File: config.mk
export PLATFORM = sky130hd
export DESIGN_NAME = crc32_fcs_tx_flat
export DESIGN_NICKNAME = d
export VERILOG_FILES = /design/src/rtl/crc32_pkg.sv /design/src/rtl/crc32_fcs_tx_if.sv /design/src/rtl/crc32_d16.sv /design/src/rtl/crc32_d8.sv /design/src/rtl/crc32_fcs_tx.sv /design/src/flat_wrapper.sv
export SDC_FILE = /design/constraint.sdc
export NUM_CORES = 1
export LEC_CHECK = 0
export CELL_PAD_IN_SITES_DETAIL_PLACEMENT = 0
export CELL_PAD_IN_SITES_GLOBAL_PLACEMENT = 1
export CORE_AREA = 2 2 105 107
export CTS_BUF_LIST = sky130_fd_sc_hd__clkbuf_4
export CTS_CLUSTER_DIAMETER = 120
export DETAILED_ROUTE_END_ITERATION = 10
export DIE_AREA = 0 0 107 109
export PLACE_DENSITY_LB_ADDON = 0.2
export REMOVE_ABC_BUFFERS = 1
export SLEW_MARGIN = 20
export SYNTH_ARGS = -nofsm -noshare
export SYNTH_HDL_FRONTEND = slang
export SYNTH_SLANG_ARGS = --single-unit
File: constraint.sdc
create_clock -name sys_clk -period 3.31 [get_ports sys_clk]
set_clock_uncertainty 0.1 [all_clocks]
set_input_delay 0.4965 -clock sys_clk [delete_from_list [all_inputs] [get_ports sys_clk]]
set_output_delay 0.4965 -clock sys_clk [all_outputs]
set_load 0.01 [all_outputs]
File: src/rtl/crc32_pkg.sv
// Shared CRC-32 definitions for the FCS transmit/receive blocks:
// seed, RX residue, polynomial, byte reversal and the TX FSM state enum.
package crc32_pkg;

  localparam logic [31:0] CRC32_SEED    = 32'hFFFFFFFF;
  localparam logic [31:0] CRC32_RESIDUE = 32'hC704DD7B;
  localparam logic [31:0] CRC32_POLY    = 32'h04C11DB7;

  typedef enum logic [1:0] {
    IDLE,
    DATA,
    FCS_A,
    FCS_LAST
  } tx_state_t;

  // Bit reversal within a byte so that wire bit0 enters the MSB-first datapath first.
  function automatic logic [7:0] rev8(input logic [7:0] b);
    logic [7:0] r;
    for (int unsigned i = 0; i < 8; i++) r[i] = b[7 - i];
    return r;
  endfunction

  // One FCS wire byte from an 8-bit slice of the final CRC register.
  function automatic logic [7:0] fcs_byte(input logic [7:0] c);
    return ~rev8(c);
  endfunction

endpackage

File: src/rtl/crc32_fcs_tx_if.sv
// Stream interface for crc32_fcs_tx: input frame stream and output frame stream.
interface crc32_fcs_tx_if;
  logic [15:0] in_data;
  logic        in_valid;
  logic        in_last;
  logic        in_odd;
  logic        in_ready;
  logic [15:0] out_data;
  logic        out_valid;
  logic        out_last;
  logic        out_odd;
  logic        out_ready;

  modport slave (
    input  in_data, in_valid, in_last, in_odd, out_ready,
    output in_ready, out_data, out_valid, out_last, out_odd
  );

  modport master (
    output in_data, in_valid, in_last, in_odd, out_ready,
    input  in_ready, out_data, out_valid, out_last, out_odd
  );
endinterface

File: src/rtl/crc32_d16.sv
// CRC-32 (poly 0x04C11DB7, MSB first) advanced by one 16-bit word.
module crc32_d16
  import crc32_pkg::*;
(
  input  logic [15:0] data_in,
  input  logic [31:0] crc_in,
  output logic [31:0] crc_out
);

  // Bit-serial unrolled step, data_in[15] processed first.
  always_comb begin
    crc_out = crc_in;
    for (int unsigned i = 0; i < 16; i++) begin
      if (crc_out[31] ^ data_in[15 - i]) crc_out = {crc_out[30:0], 1'b0} ^ CRC32_POLY;
      else                               crc_out = {crc_out[30:0], 1'b0};
    end
  end

endmodule

File: src/rtl/crc32_d8.sv
// CRC-32 (poly 0x04C11DB7, MSB first) advanced by one byte; used for the odd tail.
module crc32_d8
  import crc32_pkg::*;
(
  input  logic [7:0]  data_in,
  input  logic [31:0] crc_in,
  output logic [31:0] crc_out
);

  // Bit-serial unrolled step, data_in[7] processed first.
  always_comb begin
    crc_out = crc_in;
    for (int unsigned i = 0; i < 8; i++) begin
      if (crc_out[31] ^ data_in[7 - i]) crc_out = {crc_out[30:0], 1'b0} ^ CRC32_POLY;
      else                              crc_out = {crc_out[30:0], 1'b0};
    end
  end

endmodule

File: src/rtl/crc32_fcs_tx.sv
// Transmit-side Ethernet FCS sequencer: passes a 16-bit frame stream through a
// single registered stage and appends the 4-byte CRC-32 FCS.
// Optional feature: define CRC32_TX_BYPASS_EN to add the per-frame `bypass` input.
module crc32_fcs_tx
  import crc32_pkg::*;
(
  input logic           sys_clk,
  input logic           sys_rst,
`ifdef CRC32_TX_BYPASS_EN
  input logic           bypass,
`endif
  crc32_fcs_tx_if.slave bus
);

  tx_state_t   state, state_next;
  logic [31:0] crc, crc_next, crc_w, crc_b;
  logic        odd_frame, odd_frame_next;
  logic [15:0] out_data_next;
  logic        out_valid_next, out_last_next, out_odd_next;
  logic        slot_free, in_ready, in_fire, byp;
  logic [7:0]  b0, b1, b0_rev, b1_rev;

  assign b0     = bus.in_data[7:0];
  assign b1     = bus.in_data[15:8];
  assign b0_rev = rev8(b0);
  assign b1_rev = rev8(b1);

  crc32_d16 u_d16 (.data_in({b0_rev, b1_rev}), .crc_in(crc), .crc_out(crc_w));
  crc32_d8  u_d8  (.data_in(b0_rev),           .crc_in(crc), .crc_out(crc_b));

  assign slot_free    = !bus.out_valid || bus.out_ready;
  assign in_ready     = (state == IDLE || state == DATA) && slot_free && !sys_rst;
  assign bus.in_ready = in_ready;
  assign in_fire      = bus.in_valid && in_ready;

`ifdef CRC32_TX_BYPASS_EN
  logic bypass_q;
  // The first word of a frame uses the live pin; later words use the captured value.
  assign byp = (state == IDLE) ? bypass : bypass_q;

  // Capture bypass on the first accepted word of each frame.
  always_ff @(posedge sys_clk or posedge sys_rst) begin
    if (sys_rst)                       bypass_q <= 1'b0;
    else if (in_fire && state == IDLE) bypass_q <= bypass;
  end
`else
  assign byp = 1'b0;
`endif

  // Next-state, CRC stepping and output-register load.
  always_comb begin
    state_next     = state;
    crc_next       = crc;
    odd_frame_next = odd_frame;
    out_data_next  = bus.out_data;
    out_valid_next = bus.out_valid && !bus.out_ready;
    out_last_next  = bus.out_last;
    out_odd_next   = bus.out_odd;
    case (state)
      IDLE, DATA: begin
        if (in_fire) begin
          out_valid_next = 1'b1;
          out_data_next  = bus.in_data;
          out_last_next  = 1'b0;
          out_odd_next   = 1'b0;
          if (byp) begin
            out_last_next = bus.in_last;
            out_odd_next  = bus.in_last && bus.in_odd;
            state_next    = bus.in_last ? IDLE : DATA;
          end else if (bus.in_last) begin
            odd_frame_next = bus.in_odd;
            state_next     = FCS_A;
            if (bus.in_odd) begin
              // Odd tail: the free upper lane already carries fcs0.
              crc_next      = crc_b;
              out_data_next = {fcs_byte(crc_b[31:24]), b0};
            end else begin
              crc_next = crc_w;
            end
          end else begin
            crc_next   = crc_w;
            state_next = DATA;
          end
        end
      end
      FCS_A: begin
        if (slot_free) begin
          out_valid_next = 1'b1;
          out_last_next  = 1'b0;
          out_odd_next   = 1'b0;
          out_data_next  = odd_frame ? {fcs_byte(crc[15:8]),  fcs_byte(crc[23:16])}
                                     : {fcs_byte(crc[23:16]), fcs_byte(crc[31:24])};
          state_next     = FCS_LAST;
        end
      end
      FCS_LAST: begin
        if (slot_free) begin
          out_valid_next = 1'b1;
          out_last_next  = 1'b1;
          out_odd_next   = odd_frame;
          out_data_next  = odd_frame ? {8'h00, fcs_byte(crc[7:0])}
                                     : {fcs_byte(crc[7:0]), fcs_byte(crc[15:8])};
          crc_next       = CRC32_SEED;
          state_next     = IDLE;
        end
      end
      default: begin
        state_next = IDLE;
        crc_next   = CRC32_SEED;
      end
    endcase
  end

  // State, CRC and output register.
  always_ff @(posedge sys_clk or posedge sys_rst) begin
    if (sys_rst) begin
      state         <= IDLE;
      crc           <= CRC32_SEED;
      odd_frame     <= 1'b0;
      bus.out_data  <= '0;
      bus.out_valid <= 1'b0;
      bus.out_last  <= 1'b0;
      bus.out_odd   <= 1'b0;
    end else begin
      state         <= state_next;
      crc           <= crc_next;
      odd_frame     <= odd_frame_next;
      bus.out_data  <= out_data_next;
      bus.out_valid <= out_valid_next;
      bus.out_last  <= out_last_next;
      bus.out_odd   <= out_odd_next;
    end
  end

endmodule
File: src/flat_wrapper.sv
// flat-port wrapper written by rule: the top's interface ports become plain ports
module crc32_fcs_tx_flat import crc32_pkg::*;
  (sys_clk, sys_rst, bus_in_data, bus_in_valid, bus_in_last, bus_in_odd, bus_out_ready, bus_in_ready, bus_out_data, bus_out_valid, bus_out_last, bus_out_odd);
  crc32_fcs_tx_if bus_i ();
  input logic sys_clk;
  input logic sys_rst;
  input wire logic [$bits(bus_i.in_data)-1:0] bus_in_data;
  input wire logic [$bits(bus_i.in_valid)-1:0] bus_in_valid;
  input wire logic [$bits(bus_i.in_last)-1:0] bus_in_last;
  input wire logic [$bits(bus_i.in_odd)-1:0] bus_in_odd;
  input wire logic [$bits(bus_i.out_ready)-1:0] bus_out_ready;
  output wire logic [$bits(bus_i.in_ready)-1:0] bus_in_ready;
  output wire logic [$bits(bus_i.out_data)-1:0] bus_out_data;
  output wire logic [$bits(bus_i.out_valid)-1:0] bus_out_valid;
  output wire logic [$bits(bus_i.out_last)-1:0] bus_out_last;
  output wire logic [$bits(bus_i.out_odd)-1:0] bus_out_odd;
  assign bus_i.in_data = bus_in_data;
  assign bus_i.in_valid = bus_in_valid;
  assign bus_i.in_last = bus_in_last;
  assign bus_i.in_odd = bus_in_odd;
  assign bus_i.out_ready = bus_out_ready;
  assign bus_in_ready = bus_i.in_ready;
  assign bus_out_data = bus_i.out_data;
  assign bus_out_valid = bus_i.out_valid;
  assign bus_out_last = bus_i.out_last;
  assign bus_out_odd = bus_i.out_odd;
  crc32_fcs_tx u_core (.sys_clk(sys_clk), .sys_rst(sys_rst), .bus(bus_i));
endmodule
After elaboration in Yosys (flattened, before gate mapping)
Index checks and enable logic that the tools add are counted.

cells by class
  equality and inequality tests = 6
  mux-type cells = 43
  bitwise logic cells = 37
  reductions and logical operators = 16

operators with widths
  kind                                                   number
  2-to-1 mux 27 bit                                      16
  NOT 14 bit                                             16
  2-to-1 mux 32 bit                                      4
  2-to-1 mux 16 bit                                      7
  case mux 32 bit (2 select lines)                       1
  case mux 16 bit (3 select lines)                       1
  NOT 8 bit                                              5
  XOR 1 bit                                              16
  AND reduction 3 bit                                    3
  2-to-1 mux 2 bit                                       4
  2-to-1 mux 1 bit                                       6
  inequality test 2 x 1 -> 1 bit, second input constant  3
  case mux 1 bit (3 select lines)                        2
  case mux 2 bit (3 select lines)                        1
  == test 2 bit, second input constant                   2
  logical AND 1 bit                                      4
  OR reduction 2 bit                                     2
  zero test 1 bit                                        3
  == test 2 x 1 -> 1 bit, second input constant          1
  zero test 2 bit                                        1
  logical OR 1 bit                                       2
  case mux 1 bit (2 select lines)                        1
  nonzero test 2 bit                                     1

storage, ports and cells
  flip-flop bits (word level) = 54
  input port bits = 22
  output and inout port bits = 20
  logic and storage cells = 109

Depth between registers and ports, before layout
Gate-level depths: netlist (run 1).

  depth in word-level cells = 36
  depth in mapped cells = 8
  mapped depth without buffers = 6

Modules after synthesis
Synthesis (run 1) repeated with hierarchy kept, for this count alone.

second synthesis, totals
  cell total of the unflattened synthesis = 544
  area total of the unflattened synthesis = 5596.6 sq um

modules (own cells, without submodules)
  module        times used  cells each  area an instance (sq um)  sequential area each (sq um)
  crc32_fcs_tx  1           342         3145.5                    1391.3
  crc32_d16     1           139         1461.4                    0.0
  crc32_d8      1           63          989.7                     0.0

Worst setup path after synthesis (run 1)
Ideal clock, no wire load.

  kind = flip-flop to flip-flop
  from = register u_core.crc[29]
  to = register u_core.crc[12]
  setup time = 0.098 ns
  data arrival time = 2.616 ns
  data required time = 3.112 ns
  slack = 0.496 ns
  cell stages (with the launch flop) = 7
  path buffers = 0
  period minus slack after synthesis = 2.814 ns
  path through = dfstp_2 -> xor2_1 -> xnor3_1 -> xnor2_4 -> xnor3_2 -> xnor2_1 -> a221oi_1

between the ends
  longest elaborated chain between the ends = 20
  elaborated cells between the ends (all ways) = 31
  those cells by class = 18 x mux; 13 x bitwise

RTL lines
  item                                  RTL line                         RTL
  from (decl)                           crc32_fcs_tx.sv:16               logic [31:0] crc, crc_next, crc_w, crc_b;
  from (signal assigned)                crc32_fcs_tx.sv:126              crc <= crc_next;
  XOR 1 bit (*)                         crc32_d16.sv:14, crc32_d8.sv:14
  2-to-1 mux 27 bit (*)                 crc32_d16.sv:14, crc32_d8.sv:14
  XOR 1 bit                             crc32_d16.sv:14                  if (crc_out[31] ^ data_in[15 - i]) crc_out = {crc_out[30:0], 1'b0} ^ CRC32_POLY;
  2-to-1 mux 27 bit (2 in series)       crc32_d16.sv:14
  NOT 14 bit (no source line)           --
  2-to-1 mux 27 bit                     crc32_d16.sv:14
  NOT 14 bit (no source line)           --
  2-to-1 mux 27 bit (2 in series)       crc32_d16.sv:14
  [2 not listed]                        --
  NOT 14 bit (no source line)           --
  2-to-1 mux 27 bit                     crc32_d16.sv:14
  NOT 14 bit (no source line)           --
  2-to-1 mux 27 bit                     crc32_d16.sv:14
  2-to-1 mux 32 bit                     crc32_fcs_tx.sv:73               if (bus.in_odd) begin
  2-to-1 mux 32 bit (*)                 crc32_fcs_tx.sv:70               end else if (bus.in_last) begin
  2-to-1 mux 32 bit (*)                 crc32_fcs_tx.sv:61               if (in_fire) begin
  case mux 32 bit (2 select lines) (*)  crc32_fcs_tx.sv:59               case (state)

Mark *: on every way between the ends. The rest lies on a longest branch, timed or not. The select of a mux whose other input is x is not followed.
A chain may end at the register's enable or synchronous reset.

Worst setup path in the final report (run 1)
  from = input port bus_in_data[4]
  to = register u_core.crc[10]

between the ends
  longest elaborated chain between the ends = 16
  elaborated cells between the ends (all ways) = 22
  those cells by class = 14 x mux; 8 x bitwise

RTL lines
  item                                  RTL line                         RTL
  from (decl)                           flat_wrapper.sv:7                input wire logic [$bits(bus_i.in_data)-1:0] bus_in_data;
  XOR 1 bit (*)                         crc32_d16.sv:14, crc32_d8.sv:14
  2-to-1 mux 27 bit (*)                 crc32_d16.sv:14, crc32_d8.sv:14
  XOR 1 bit                             crc32_d16.sv:14
  2-to-1 mux 27 bit (2 in series)       crc32_d16.sv:14
  NOT 14 bit (no source line)           --
  2-to-1 mux 27 bit                     crc32_d16.sv:14
  NOT 14 bit (no source line)           --
  2-to-1 mux 27 bit (2 in series)       crc32_d16.sv:14
  NOT 14 bit (no source line)           --
  2-to-1 mux 27 bit                     crc32_d16.sv:14
  2-to-1 mux 32 bit                     crc32_fcs_tx.sv:73
  2-to-1 mux 32 bit (*)                 crc32_fcs_tx.sv:70
  2-to-1 mux 32 bit (*)                 crc32_fcs_tx.sv:61
  case mux 32 bit (2 select lines) (*)  crc32_fcs_tx.sv:59

Marked as above.

==> summary.txt, run 1 <==
STA
  – Final hold viol count: 0
  – Worst-Margin Slew: 0.899 ns
  – Final TNS setup: 0 ns
  – Final Setup Violations: 0
  – Fmax: 0.351 GHz
  – Worst Slack Setup Final: 0.463 ns
  – Slew HR: 40.1%
  – Period utilisation layout: 86.0%
  – RSZ-0062 raised after global routing: false
  – Final min period: 2.85 ns
  – Max Slew Vio Count: 0

Die
  – CORE AREA: 10600 µm²
  – Top-level I/O count: 42
  – Horiz. Die Dim: 107 µm
  – Die H: 109 µm
  – Die area: 11700 µm²
  – Placement Rows: 38
  – Initial Util: 46.3%

GRT
  – First-pass GRT wire length: 21.8 mm
  – Vias in the first global route: 3732
  – Initial antenna violation count: 1
  – Largest net degree at the start of global routing: 33
  – Grt ovf: 0
  – Tot GR Track Use: 25.3%

Routing
  – DR vias/cell: 5.48
  – Max layer used: met4
  – Metal1 wirelength: 6.05 mm
  – DRT Pass-1 Iters: 4
  – Initial DRC count: 226
  – Routed met2 length: 6.92 mm
  – Final ANT Viol Nets: 0
  – DRC viols: 0
  – Met3 wire len: 717 µm
  – Routed len/inst: 20.6 µm
  – Total wire length: 13.9 mm
  – Vias: 3709

Logic synthesis
  – Synth cell count leaders: xnor2_1, nor2_1, dfstp_2, nand2_1, a21oi_1
  – Yosys reg bits: 54
  – Mapped Area: 4910 µm²
  – Most instantiated library cell after synthesis: xnor2_1
  – Yosys cell types: 42
  – Main flop type after synthesis: dfstp_2
  – Most area-consuming cells after synthesis: dfstp_2, xnor2_1, xnor3_1
  – Syn_area_per_cell: 10.7 µm²
  – Sequential share of the synthesized area: 28.3%
  – Area leader, netlist: dfstp_2
  – Mapped Cells: 461
  – Number of flops mapped to enable cells by yosys: 0
  – Share of the synthesized area in the top cell type: 17.1%
  – Yosys Warn Count: 0
  – Ys async rst share: 100%

CTS
  – Worst-path clk slew: 0.17 ns
  – Cts repair resizes: 0
  – Clk_lat worst skew: 0.40 ns
  – CTS sink cnt: 54
  – CTS Root Cell: clkbuf_4
  – CTS Hold Bufs: 0
  – CTS tree: built
  – Setup bufs post-CTS: 0
  – TritonCTS Buffers: 5
  – Max clock buf depth: 2
  – CTS H-tree depth: 2

Setup path
  – Critical Path Most Common Cell: xnor3_2
  – Crit-path leading delay family: XOR/XNOR gates
  – Worst Path Class, Setup: input port to flip-flop
  – Critical path launch point type: input port
  – Setup crit end: u_core.crc[10]$_DFFE_PP1P_
  – Worst-path fanout max: 4
  – Setup crit end kind: flip-flop
  – CP Launch Point: bus_in_data[4]
  – Crit path required time: 3.52 ns
  – Arrival time worst endpoint: 3.06 ns
  – CP max stage delay: 0.56 ns
  – End of the worst register-to-register path: u_core.crc[10]$_DFFE_PP1P_
  – Reg-to-Reg Start: u_core.crc[27]$_DFFE_PP1P_
  – Crit path buf inv count: 2
  – Reg2Reg Depth: 7
  – Slowest CP cell: clkdlybuf4s50_1
  – Reg-to-reg slack, setup: 0.52 ns
  – Crit-path cells: clkdlybuf4s50_1 > xor2_1 > buf_4 > xnor3_2 > xnor3_2 > xnor3_2 > xnor2_1 > a221oi_1
  – CP Depth: 8

Job
  – Max_cap viols: 0

Cells and area
  – Layout net count: 557
  – Layout cells sized above 1: 24.3%
  – Area delta synth->final: 20.0%

Run status
  – Status: complete, no violations

Worst hold path
  – Hold Startpoint: u_core.bus.out_data[14]$_DFFE_PP0P_
  – Min-Delay Path Class: flip-flop to flip-flop

Place
  – IO Port Bufs: 41
  – RePlAce Congestion: 0.951
  – Worst slack, placed: 0.0489 ns
  – DP HPWL: 10.3 mm
-- routing by layer --
layer / vias to the layer above / track usage (%)
met2: 104 / 44.4
met4: 0 / 7.14
li1: 1758 / -
met5: - / 0
met1: 1827 / 33.1
met3: 20 / 2.93
-- registers in the layout, indices dropped and copies added (netlist names) --
name and count:
u_core.bus.out_valid 1, u_core.bus.out_odd 1, u_core.bus.out_data 16, u_core.state 2, u_core.odd_frame 1, u_core.bus.out_last 1
u_core.crc 32
-- final cells by class --
cell class                 instances  area, µm²
fill                             981       4700
antenna                            1       2.50
clock inverter                     1       3.75
timing repair buffer              91        836
multi-input combinational        380       3430
inverter                           3       11.3
sequential                        54       1390
clock buffer                       7       52.6
tap                              140        175
-- how the worst min path moves through the flow --
stage                                          endpoint  cells past startpoint  slack (ns)
floorplan                    u_core.crc[30]$_DFFE_PP1P_                      2        0.40
global placement    u_core.bus.out_data[14]$_DFFE_PP0P_                      2        0.36
detailed placement  u_core.bus.out_data[14]$_DFFE_PP0P_                      2        0.37
CTS                 u_core.bus.out_data[14]$_DFFE_PP0P_                      2        0.41
global route            u_core.bus.out_last$_DFFE_PP0P_                      1        0.42
finish              u_core.bus.out_data[14]$_DFFE_PP0P_                      2        0.40
-- per-stage QoR --
stage / cells / hold WS, ns / utilization (%) / area, µm²
after CTS: 676 / 0.405 / 55.6 / 5900
after floorplan: 437 / 0.395 / - / 4820
final: 677 / 0.399 / 55.6 / 5900
after global routing: 677 / 0.424 / 55.6 / 5900
after detailed placement: 668 / 0.369 / 55.1 / 5840
after global placement: 668 / 0.361 / 55.1 / 5840
-- logic make-up (layout without fill, tap and decap cells) --
logic type	count (synthesis)	count (layout)	share of synthesized area [%]
multiplexers	14	14	3.74
AND/OR/NAND/NOR	106	106	8.86
AO/OA/AOI/OAI	105	105	13.9
buffers and inverters	27	102	2.11
flip-flops	54	54	28.3
XOR/XNOR	155	155	43.0
other	0	1	0
-- placed cells by master (no fill, tap or decap), types with 3 or more instances in the layout --
master           Yosys  layout
xnor2_1             75      75
nor2_1              58      58
buf_4                0      46
clkdlybuf4s50_1      0      41
nand2_1             32      32
dfstp_2             32      32
a21oi_1             28      27
o21ai_0             27      27
xnor3_1             25      25
xor2_1              24      24
dfrtp_1             22      22
a211oi_1            14      14
xnor3_2              9       9
a221oi_1             9       9
xnor2_2              8       8
xnor2_4              7       7
clkbuf_4             0       7
o22ai_1              6       6
mux2i_1              6       6
nor2b_1              5       5
mux2_2               5       5
o31a_1               4       4
buf_12               0       4
and2_1               3       3
xor2_2               3       3
o22a_1               3       3
xor3_1               3       3
o32a_1               3       3
nor3_1               3       3
mux4_2               3       3
nor3b_1              3       3
-- worst min-delay path: stages, from the launching register on --
cell	delay, ns
dfrtp_1	0.38
nand2_1	0.05
o21ai_0	0.06
Power of run 1 is left out: the tool's default activity adds up to more than one toggle a clock period on the data nets, which glitch-free logic cannot reach.
==> run 2, diff against run 1 <==
CTS_CLUSTER_DIAMETER = 150   (was 120)
==> results of run 2 <==
Final layout, timing and power as in run 1 (identical DEF).
Power of run 2 is left out for the same reason.
